===== config.mk =====
export PLATFORM = sky130hd
export DESIGN_NAME = id_ex_stage
export DESIGN_NICKNAME = d
export VERILOG_FILES = /design/src/rtl/mips_pkg.sv /design/src/rtl/main_decoder.sv /design/src/rtl/id_ex_stage.sv
export SDC_FILE = /design/constraint.sdc
export NUM_CORES = 1
export LEC_CHECK = 0
export ABC_AREA = 1
export CELL_PAD_IN_SITES_DETAIL_PLACEMENT = 1
export CELL_PAD_IN_SITES_GLOBAL_PLACEMENT = 2
export CORE_MARGIN = 2
export CORE_UTILIZATION = 21
export CTS_BUF_LIST = sky130_fd_sc_hd__clkbuf_16
export DETAILED_ROUTE_END_ITERATION = 10
export PLACE_DENSITY = 0.88
export SYNTH_ARGS = -nofsm -noshare
export SYNTH_HDL_FRONTEND = slang
export SYNTH_SLANG_ARGS = --single-unit

===== constraint.sdc =====
create_clock -name Clk -period 3.7 [get_ports Clk]
set_input_delay 0.37 -clock Clk [delete_from_list [all_inputs] [get_ports Clk]]
set_output_delay 0.37 -clock Clk [all_outputs]
set_load 0.02 [all_outputs]

===== src/rtl/mips_pkg.sv =====
`default_nettype none
// ============================================================================
//  Module      : mips_pkg
//  Description : Shared opcode, ALU-op and control-bundle definitions for the
//                5-stage MIPS core.
//  Revision    : 1.0 - initial release
// ============================================================================
package mips_pkg;

    localparam int DATA_W = 32;
    localparam int REG_AW = 5;

    localparam logic [5:0] OP_RTYPE = 6'h00;
    localparam logic [5:0] OP_LW    = 6'h23;
    localparam logic [5:0] OP_SW    = 6'h2B;
    localparam logic [5:0] OP_BEQ   = 6'h04;
    localparam logic [5:0] OP_ADDI  = 6'h08;
    localparam logic [5:0] OP_ORI   = 6'h0D;

    localparam logic [1:0] ALUOP_ADD   = 2'b00;
    localparam logic [1:0] ALUOP_SUB   = 2'b01;
    localparam logic [1:0] ALUOP_FUNCT = 2'b10;
    localparam logic [1:0] ALUOP_OR    = 2'b11;

    // Controls that travel down the pipe into EX
    typedef struct packed {
        logic       reg_write;
        logic       mem_read;
        logic       mem_write;
        logic       mem_to_reg;
        logic       branch;
        logic       alu_src;
        logic [1:0] alu_op;
    } ex_ctrl_t;

    // Full decoder result; the extra fields are consumed inside ID only
    typedef struct packed {
        ex_ctrl_t   ex;
        logic       reg_dst;
        logic       zero_ext;
        logic       uses_rt;
        logic       illegal;
    } dec_t;

endpackage : mips_pkg
`default_nettype wire


===== src/rtl/main_decoder.sv =====
`default_nettype none
// ============================================================================
//  Module      : main_decoder
//  Description : Combinational opcode decoder producing pipeline controls,
//                operand-usage and illegal-opcode flags.
//  Revision    : 1.0 - initial release
// ============================================================================
module main_decoder
    import mips_pkg::*;
(
    input  logic [5:0] opcode,
    output dec_t       dec
);

    always_comb begin
        dec = '0;
        unique case (opcode)
            OP_RTYPE: begin
                dec.ex.reg_write = 1'b1;
                dec.ex.alu_op    = ALUOP_FUNCT;
                dec.reg_dst      = 1'b1;
                dec.uses_rt      = 1'b1;
            end
            OP_LW: begin
                dec.ex.reg_write  = 1'b1;
                dec.ex.mem_read   = 1'b1;
                dec.ex.mem_to_reg = 1'b1;
                dec.ex.alu_src    = 1'b1;
                dec.ex.alu_op     = ALUOP_ADD;
            end
            OP_SW: begin
                dec.ex.mem_write = 1'b1;
                dec.ex.alu_src   = 1'b1;
                dec.ex.alu_op    = ALUOP_ADD;
                dec.uses_rt      = 1'b1;
            end
            OP_BEQ: begin
                dec.ex.branch = 1'b1;
                dec.ex.alu_op = ALUOP_SUB;
                dec.uses_rt   = 1'b1;
            end
            OP_ADDI: begin
                dec.ex.reg_write = 1'b1;
                dec.ex.alu_src   = 1'b1;
                dec.ex.alu_op    = ALUOP_ADD;
            end
            OP_ORI: begin
                dec.ex.reg_write = 1'b1;
                dec.ex.alu_src   = 1'b1;
                dec.ex.alu_op    = ALUOP_OR;
                dec.zero_ext     = 1'b1;
            end
            default: begin
                dec.illegal = 1'b1;
            end
        endcase
    end

endmodule : main_decoder
`default_nettype wire


===== src/rtl/id_ex_stage.sv =====
`default_nettype none
// ============================================================================
//  Module      : id_ex_stage
//  Description : Decode stage with WB bypass, load-use hazard detection and
//                the ID/EX pipeline register.
//  Revision    : 1.0 - initial release
// ============================================================================
module id_ex_stage #(
    parameter int DATA_W = 32,
    parameter int REG_AW = 5
) (
    input  logic              Clk,
    input  logic              reset,
    input  logic [31:0]       instr,
    input  logic              ifidValid,
    input  logic              flush,
    output logic [REG_AW-1:0] readReg1,
    output logic [REG_AW-1:0] readReg2,
    input  logic [DATA_W-1:0] readData1,
    input  logic [DATA_W-1:0] readData2,
    input  logic              wbRegWrite,
    input  logic [REG_AW-1:0] wbWriteReg,
    input  logic [DATA_W-1:0] wbWriteData,
    output logic              stall,
    output logic              exValid,
    output logic              exRegWrite,
    output logic              exMemRead,
    output logic              exMemWrite,
    output logic              exMemToReg,
    output logic              exBranch,
    output logic              exAluSrc,
    output logic [1:0]        exAluOp,
    output logic [REG_AW-1:0] exRs,
    output logic [REG_AW-1:0] exRt,
    output logic [REG_AW-1:0] exWriteReg,
    output logic [DATA_W-1:0] exA,
    output logic [DATA_W-1:0] exB,
    output logic [DATA_W-1:0] exImm,
    output logic [5:0]        exFunct,
    output logic              exIllegal
);

    import mips_pkg::*;

    dec_t              dec;
    logic [REG_AW-1:0] rs;
    logic [REG_AW-1:0] rt;
    logic [REG_AW-1:0] rd;
    logic [DATA_W-1:0] op_a;
    logic [DATA_W-1:0] op_b;
    logic [DATA_W-1:0] imm;
    logic              hazard;
    logic              load_bubble;

    logic              valid_d,   valid_q;
    ex_ctrl_t          ctrl_d,    ctrl_q;
    logic              illegal_d, illegal_q;
    logic [REG_AW-1:0] rs_d,      rs_q;
    logic [REG_AW-1:0] rt_d,      rt_q;
    logic [REG_AW-1:0] wr_d,      wr_q;
    logic [DATA_W-1:0] a_d,       a_q;
    logic [DATA_W-1:0] b_d,       b_q;
    logic [DATA_W-1:0] imm_d,     imm_q;
    logic [5:0]        funct_d,   funct_q;

    main_decoder u_main_decoder (
        .opcode (instr[31:26]),
        .dec    (dec)
    );

    assign rs       = instr[25:21];
    assign rt       = instr[20:16];
    assign rd       = instr[15:11];
    assign readReg1 = rs;
    assign readReg2 = rt;

    // Same-cycle WB write is not yet visible at the register file outputs
    assign op_a = (wbRegWrite && (wbWriteReg != '0) && (wbWriteReg == rs)) ? wbWriteData : readData1;
    assign op_b = (wbRegWrite && (wbWriteReg != '0) && (wbWriteReg == rt)) ? wbWriteData : readData2;

    assign imm = {{(DATA_W-16){instr[15] & ~dec.zero_ext}}, instr[15:0]};

    assign hazard = ifidValid && valid_q && ctrl_q.mem_read && (wr_q != '0) &&
                    ((wr_q == rs) || (dec.uses_rt && (wr_q == rt)));

    // A flush overrides the hazard: the dependent instruction is dead anyway
    assign stall       = hazard && !flush && !reset;
    assign load_bubble = flush || hazard || !ifidValid;

    always_comb begin
        valid_d   = 1'b1;
        ctrl_d    = dec.ex;
        illegal_d = dec.illegal;
        rs_d      = rs;
        rt_d      = rt;
        wr_d      = dec.reg_dst ? rd : rt;
        a_d       = op_a;
        b_d       = op_b;
        imm_d     = imm;
        funct_d   = instr[5:0];
        if (load_bubble) begin
            valid_d   = 1'b0;
            ctrl_d    = '0;
            illegal_d = 1'b0;
        end
    end

    always_ff @(posedge Clk or posedge reset) begin
        if (reset) begin
            valid_q   <= 1'b0;
            ctrl_q    <= '0;
            illegal_q <= 1'b0;
            rs_q      <= '0;
            rt_q      <= '0;
            wr_q      <= '0;
            a_q       <= '0;
            b_q       <= '0;
            imm_q     <= '0;
            funct_q   <= '0;
        end else begin
            valid_q   <= valid_d;
            ctrl_q    <= ctrl_d;
            illegal_q <= illegal_d;
            rs_q      <= rs_d;
            rt_q      <= rt_d;
            wr_q      <= wr_d;
            a_q       <= a_d;
            b_q       <= b_d;
            imm_q     <= imm_d;
            funct_q   <= funct_d;
        end
    end

    assign exValid    = valid_q;
    assign exRegWrite = ctrl_q.reg_write;
    assign exMemRead  = ctrl_q.mem_read;
    assign exMemWrite = ctrl_q.mem_write;
    assign exMemToReg = ctrl_q.mem_to_reg;
    assign exBranch   = ctrl_q.branch;
    assign exAluSrc   = ctrl_q.alu_src;
    assign exAluOp    = ctrl_q.alu_op;
    assign exRs       = rs_q;
    assign exRt       = rt_q;
    assign exWriteReg = wr_q;
    assign exA        = a_q;
    assign exB        = b_q;
    assign exImm      = imm_q;
    assign exFunct    = funct_q;
    assign exIllegal  = illegal_q;

endmodule : id_ex_stage
`default_nettype wire


======== Word-level counts from Yosys, hierarchy flattened ========
Cells that the tools add are included.
operators by class
  mux-type cells .......................... 16
  bitwise logic cells ..................... 2
  eq/ne operators ......................... 9
  reductions and logical operators ........ 23
operators by type and width
  kind                                                 count
  2-to-1 mux 32 bit                                    2
  equality test 5 bit                                  4
  equality test 6 x 4 -> 1 bit, second input constant  2
  equality test 6 bit, second input constant           2
  2-to-1 mux 1 bit                                     11
  logical AND 1 bit                                    10
  nonzero test 5 bit                                   2
  2-to-1 mux 8 bit                                     1
  OR reduction 4 bit                                   2
  equality test 6 x 3 -> 1 bit, second input constant  1
  logical NOT 6 bit                                    1
  case mux 2 bit (3 select lines)                      1
  OR reduction 6 bit                                   1
  2-to-1 mux 5 bit                                     1
  logical NOT 1 bit                                    3
  logical OR 1 bit                                     3
  OR reduction 3 bit                                   1
  AND 1 bit                                            1
  NOT 1 bit                                            1
word-level totals
  bits in registers ....................... 112

======== Logic depth before layout (Yosys ltp) ========
Gate-level depths: netlist of run 1.
  word-level depth ........................ 9
  mapped depth ............................ 9

======== Cells and area by module ========
A second synthesis of run 1 with hierarchy kept.
unflattened totals
  cells, all modules ...................... 499
  area total of the unflattened synthesis .. 4598.2 um2
modules (own cells, without submodules)
  module        area an instance (um2)  sequential area each (um2)  times used  cells each
  id_ex_stage   4411.7                  2652.5                      1           465
  main_decoder  186.4                   0.0                         1           34

======== Worst setup path after synthesis of run 1 ========
Ideal clock, no wire load.
  kind .................................... register to output
  start point ............................. register wr_q[0], in the netlist exWriteReg[0]
  end point ............................... output stall
  buffers on the path ..................... 0
  stages on the path, launching flop included .. 9
  setup slack ............................. 2020 ps
  data required time ...................... 3330 ps
  arrival ................................. 1310 ps
  path through ............................ dfrtp_1 -> inv_1 -> nand2_1 -> nand2_1 -> nor2_1 -> nand2_1 -> o21ai_0 -> nand2_1 -> nor2_1
between the ends
  longest elaborated chain between the ends .. 6
RTL lines
  element                             RTL line            RTL
  start, declared                     id_ex_stage.sv:60   logic [REG_AW-1:0] wr_d, wr_q;
  start signal, assigned              id_ex_stage.sv:126  wr_q <= wr_d;
  equality test 5 bit                 id_ex_stage.sv:84   ((wr_q == rs) || (dec.uses_rt && (wr_q == rt)));
  logical AND 1 bit                   id_ex_stage.sv:84
  logical OR 1 bit                    id_ex_stage.sv:84
  logical AND 1 bit (*)               id_ex_stage.sv:83   assign hazard = ifidValid && valid_q && ctrl_q.mem_read && (wr_q != '0) &&
  logical AND 1 bit (*) (2 in a row)  id_ex_stage.sv:87   assign stall = hazard && !flush && !reset;
  end, declared                       id_ex_stage.sv:24   output logic stall,
Mark *: on every way between the ends. The rest lies on a longest branch, timed or not.

======== Worst setup path in the final report of run 1 ========
  start point ............................. input instr[29]
  end point ............................... output stall
between the ends
  longest elaborated chain between the ends .. 8
RTL lines
  element                                               RTL line            RTL
  start, declared                                       id_ex_stage.sv:14   input logic [31:0] instr,
  equality test 6 x 3 -> 1 bit (tied with other cells)  main_decoder.sv:17  unique case (opcode)
  OR reduction 3 bit (no source line) (*)               -
  2-to-1 mux 1 bit (*)                                  main_decoder.sv:17
  logical AND 1 bit (*)                                 id_ex_stage.sv:84
  logical OR 1 bit (*)                                  id_ex_stage.sv:84
  logical AND 1 bit (*)                                 id_ex_stage.sv:83
  logical AND 1 bit (*) (2 in a row)                    id_ex_stage.sv:87
Marks and branches as above.

==> results.json, run 1 <==
{
  "yosys.area.top_type": "dfrtp_1",
  "maxSlewHeadroom_pct": 38.80,
  "ys_seq_elements": 105,
  "nets": 810,
  "synth_edf_count": 0,
  "clock_latency_ps": 350,
  "fin_tns_setup_ps": 0,
  "seq_power_share_pct": 43.8,
  "yosysMostFrequentCell": "dfrtp_1",
  "critPathSlowestCell": "clkdlybuf4s50_1",
  "max-cap-violations": 0,
  "post-cts-setup-buffer-count": 0,
  "avgRoutedWirePerCell_um": 15.29,
  "p_sw_mw": 0.7633,
  "p_leak_nw": 3.408,
  "slew_violations": 0,
  "criticalPathCategory": "in -> out",
  "synth.top_cell.area_share_pct": 58.08,
  "arrival_ps": 2310,
  "io_buffers": 275,
  "drcViolationCount": 0,
  "r2r_end": "exValid",
  "routed_wirelength_um": 14560,
  "ant_nets": 0,
  "synth_ff_type": "dfrtp_1",
  "timing.rr.start": "exWriteReg[1]",
  "async_flop_share_pct": 100.0,
  "peakVddDrop_mv": 0.1678,
  "worst_slew_pin_slew_ps": 918.0,
  "clock-sinks": 105,
  "p_per_area_nw_per_um2": 372.4,
  "tritoncts.num_buffers": 9,
  "synth.net_count": 567,
  "fin_util_pct": 35.90,
  "routabilityCongestion": 0.7849,
  "period_share_pct": 72.44,
  "netlist_instances": 429,
  "slowest_delay_ps": 610,
  "cts_buffer_depth": 2,
  "crit_chain": "clkdlybuf4s50_1 > inv_1 > nor2_1 > nand3_1 > nand2_1 > nand2_1 > o21ai_0 > nand2_1 > nor2_1 > clkdlybuf4s50_1",
  "cts.htree.levels": 3,
  "num_vias": 3698,
  "crit_top_cell": "nand2_1",
  "cts_tree": "built",
  "hold_viol": 0,
  "row_count": 53,
  "totalPowerFinal_mw": 2.819,
  "cp_data_required_time_ps": 3330,
  "grt_max_degree": 65,
  "grt_pass1_wl_um": 22110,
  "period_needed_ps": 2680,
  "grt_overflow_total": 0,
  "p_int_mw": 2.056,
  "drive_gt1_share_pct": 13.29,
  "postCtsHoldBufs": 0,
  "area_delta_synth_final_pct": 67.34,
  "fmax_mhz": 373.1,
  "drt_iter0_drc": 73,
  "ios": 276,
  "clockRootBuffer": "clkbuf_16",
  "critPathMaxFanout": 3,
  "start_util_pct": 21.45,
  "worstSetupStartpointType": "input pin",
  "rrSetupSlack_ps": 2250,
  "dp_hpwl_um": 11470,
  "yosysUniqueCellTypes": 20,
  "diodes": 0,
  "cp_num_buf_inv": 3,
  "rr_worst_depth": 9,
  "hp-class": "in -> async",
  "grt_pass1_vias": 3942,
  "core-area_um2": 21090,
  "grt_usage_pct": 12.79,
  "dieHeight_um": 150.8,
  "vias_per_cell": 3.884,
  "critPathCaptureType": "output port",
  "synth_area_um2": 4524,
  "setup_viol": 0,
  "cts.clk_slew.worst_paths_ps": 80,
  "p_comb_share_pct": 21.3,
  "dr.pass1.iters": 6,
  "grt_antenna_before_repair": 0,
  "synth_area_per_cell_um2": 10.55,
  "cts-resized-gates": 0,
  "swShare_pct": 27.08,
  "status": "finished, final reports clean",
  "die_w_um": 150.8,
  "cp_top_family": "buffers and inverters",
  "dieArea_um2": 22730,
  "synth.area.top_cells": "dfrtp_1, o21ai_2, nand2_1",
  "grt_setup_unrepaired": "no",
  "ys_top_cells_by_count": "dfrtp_1, nand2_1, o21ai_2",
  "fin_skew_ps": 9.476,
  "p_clk_share_pct": 34.9,
  "yosysWarnings": 0,
  "ys_seq_area_share_pct": 58.08
}
per-stage QoR:
step / cell area (µm²) / cells / hold slack (ps) / setup slack [ps]
2_1_floorplan: 4524 / 429 / 401.4 / 569.5
3_3_place_gp: 7268 / 936 / 815.0 / 1011
3_5_place_dp: 7268 / 936 / 820.2 / 1018
4_1_cts: 7571 / 952 / 444.3 / 1001
5_1_grt: 7571 / 952 / 446.3 / 813.0
6_report: 7571 / 952 / 463.6 / 1020
worst max-delay path by stage:
stage               startpoint     end  slack, ps  cells after the start
finish               instr[29]   stall       1020                     10
global route         instr[29]   stall        810                     10
CTS                  instr[29]   stall       1000                     10
detailed placement   instr[29]   stall       1020                     10
global placement     instr[29]   stall       1010                     10
floorplan                reset  exA[0]        570                      1
layout by cell type (no fill, tap or decap), drive strengths merged:
master	Yosys	routed
nor2	31	31
mux2	1	1
a21oi	3	3
nor3	5	5
clkinvlp	0	2
xor2	10	10
clkinv	0	2
o21ai	67	67
xnor2	6	6
clkbuf	0	9
nand4	1	1
clkdlybuf4s50	0	275
bufinv	0	1
nand2	95	95
or2	1	1
buf	44	1
dfrtp	105	105
inv	54	56
nand3	6	6
per-layer routing:
metal,part of all wire (%),vias up,global-route usage (%)
met5,0,-,0
met4,2.1,0,4.533
met3,8.5,17,3.735
met2,52,152,22.30
met1,37,1752,14.97
li1,-,1777,-
state kept, by name, indices dropped and copies added, names as in the netlist:
| name | cells |
|---|---|
| exAluSrc | 1 |
| exWriteReg | 5 |
| exRegWrite | 1 |
| exRt | 5 |
| exMemRead | 1 |
| exBranch | 1 |
| exB | 32 |
| exImm | 12 |
| exRs | 5 |
| exA | 32 |
| exValid | 1 |
| exIllegal | 1 |
| exMemWrite | 1 |
| exAluOp | 2 |
| exFunct | 5 |
power by group through the flow:
stage	clock (mW)	combinational, mW	sequential (mW)
after floorplan	0	0.186	1.34
after global placement	0	0.604	1.26
after detailed placement	0	0.610	1.26
after CTS	1.04	0.613	1.24
after global routing	1.08	0.650	1.24
final	0.985	0.600	1.23
kinds of logic (layout without fill, tap and decap cells):
| group | Yosys count | after routing | synth area share [%] |
|---|---|---|---|
| compound gates | 70 | 70 | 13.14 |
| xor+xnor | 16 | 16 | 3.097 |
| buf+inv | 98 | 346 | 12.78 |
| flops | 105 | 105 | 58.08 |
| mux | 1 | 1 | 0.2489 |
| simple gates | 139 | 139 | 12.67 |
cell type report:
cell class,count,area [µm²]
Multi-Input combinational cell,226,1319
Inverter,54,205.2
Fill cell,2407,13520
Clock inverter,7,77.57
Timing Repair Buffer,276,2773
Sequential cell,105,2628
Clock buffer,9,225.2
Tap cell,275,344.1
Note: power is estimated with default switching activity, not from simulation.
==> run 2, diff against run 1 <==
Clock period 3.7 ns to 2.5 ns, I/O delays scaled along.
==> results.json, run 2 (synthesis gave the netlist of run 1 again) <==
{
  "p_leak_nw": 3.498,
  "slew_violations": 0,
  "final_common_cell": "clkdlybuf4s50_1",
  "num_vias": 3800,
  "dieHeight_um": 150.8,
  "clock_latency_ps": 340,
  "dieArea_um2": 22730,
  "final_cells": 966,
  "grt_max_degree": 68,
  "peakVddDrop_mv": 0.2665,
  "routabilityCongestion": 0.7816,
  "min_delay_path_depth": 1,
  "avgRoutedWirePerCell_um": 15.65,
  "grt_pass1_wl_um": 22750,
  "ios": 276,
  "rr_worst_depth": 9,
  "fmax_mhz": 476.6,
  "critPathCaptureType": "output port",
  "p_sw_mw": 1.151,
  "p_comb_share_pct": 21.5,
  "max-cap-violations": 0,
  "layout.cells.most_common_list": "clkdlybuf4s50_1, dfrtp_1, nand2_1, o21ai_2, inv_1",
  "cts-resized-gates": 0,
  "cp_data_required_time_ps": 2250,
  "grt_usage_pct": 13.15,
  "setup_viol": 0,
  "swShare_pct": 27.35,
  "cts.clk_slew.worst_paths_ps": 80,
  "routed_wirelength_um": 15120,
  "hp-class": "in -> reg",
  "worstSetupStartpointType": "input pin",
  "critPathMaxFanout": 3,
  "rrSetupSlack_ps": 1040,
  "die_w_um": 150.8,
  "fin_tns_setup_ps": 0,
  "p_per_area_nw_per_um2": 546.9,
  "p_int_mw": 3.057,
  "fin_skew_ps": 7.437,
  "dp_cells": 950,
  "clockRootBuffer": "clkbuf_16",
  "dp_hpwl_um": 12020,
  "criticalPathCategory": "in -> out",
  "grt_setup_unrepaired": "no",
  "seq_power_share_pct": 43.4,
  "p_clk_share_pct": 35.1,
  "worst_slew_pin_slew_ps": 483.7,
  "hold_viol": 0,
  "dr.pass1.iters": 4,
  "core-area_um2": 21090,
  "io_buffers": 275,
  "ant_nets": 0,
  "r2r_end": "exMemRead",
  "maxSlewHeadroom_pct": 67.75,
  "tritoncts.num_buffers": 9,
  "period_share_pct": 83.93,
  "diodes": 0,
  "start_util_pct": 21.45,
  "cts.htree.levels": 3,
  "worstHoldStart": "instr[0]",
  "grt_overflow_total": 0,
  "hold-path-endpoint": "exFunct[0]",
  "arrival_ps": 1850,
  "drcViolationCount": 0,
  "clock-sinks": 105,
  "row_count": 53,
  "grt_antenna_before_repair": 0,
  "status": "finished, final reports clean",
  "period_needed_ps": 2098,
  "timing.rr.start": "exWriteReg[1]",
  "vias_per_cell": 3.934,
  "nets": 824,
  "area_delta_synth_final_pct": 70.05,
  "drive_gt1_share_pct": 15.05,
  "grt_pass1_vias": 4079,
  "cts_buffer_depth": 2,
  "postCtsHoldBufs": 0,
  "post-cts-setup-buffer-count": 0,
  "cts_tree": "built",
  "drt_iter0_drc": 78
}
==> run 2: cell types whose count changed in the layout (fill, tap and decap cells not counted), sizes merged <==
| cell | previous run | this run |
|---|---|---|
| dlymetal6s2s | 0 | 1 |
| clkdlybuf4s50 | 275 | 274 |
| buf | 1 | 15 |
| clkinv | 2 | 3 |
| inv | 56 | 55 |
==> run 2: layout make-up <==
cell class | instances | area (µm²)
Multi-Input combinational cell | 226 | 1319
Inverter | 54 | 206.4
Clock buffer | 9 | 225.2
Fill cell | 2386 | 13390
Sequential cell | 105 | 2628
Tap cell | 275 | 344.1
Timing Repair Buffer | 290 | 2893
Clock inverter | 7 | 78.83
==> run 2: worst max-delay path by stage <==
stage | start | endpoint | slack (ps) | cells after the start
2_1_floorplan | exWriteReg[0] | stall | 940 | 8
3_3_place_gp | instr[29] | stall | 50 | 10
3_5_place_dp | instr[29] | stall | 40 | 10
4_1_cts | instr[29] | stall | 20 | 10
5_1_grt | instr[29] | stall | 160 | 10
6_report | instr[29] | stall | 400 | 10
==> run 2: worst max-delay path: stages <==
cell,delay [ps]
clkdlybuf4s50_1,500
inv_1,80
nor2_1,140
nand3_1,120
nand2_1,110
nand2_1,70
o21ai_0,150
nand2_1,100
nor2_1,100
dlymetal6s2s_1,230
==> run 2: layer usage <==
metal	global-route usage, %	wire length (µm)	up-vias
met5	0	0	-
met4	5.748	485	0
met3	4.127	1244	27
met2	23.09	7639	166
met1	14.63	5752	1808
li1	-	-	1799
==> run 2: metrics by stage <==
| stage | cell area (µm²) | hold WS [ps] | power [mW] | utilization [%] | setup WS, ps |
|---|---|---|---|---|---|
| final | 7694 | 340.2 | 4.208 | 36.48 | 401.7 |
| after global placement | 7387 | 696.4 | 2.768 | 35.03 | 53.23 |
| after CTS | 7691 | 314.1 | 4.297 | 36.47 | 15.90 |
| after detailed placement | 7387 | 699.6 | 2.784 | 35.03 | 38.20 |
| after global routing | 7694 | 316.5 | 4.414 | 36.48 | 155.2 |
| after floorplan | 4528 | 281.4 | 2.259 | - | 939.7 |
==> run 2: power by group through the flow <==
stage,sequential (mW),clock [mW],combinational [mW]
6_report,1.83,1.47,0.905
2_1_floorplan,1.98,0,0.276
5_1_grt,1.84,1.60,0.976
3_5_place_dp,1.86,0,0.921
3_3_place_gp,1.86,0,0.909
4_1_cts,1.83,1.54,0.924
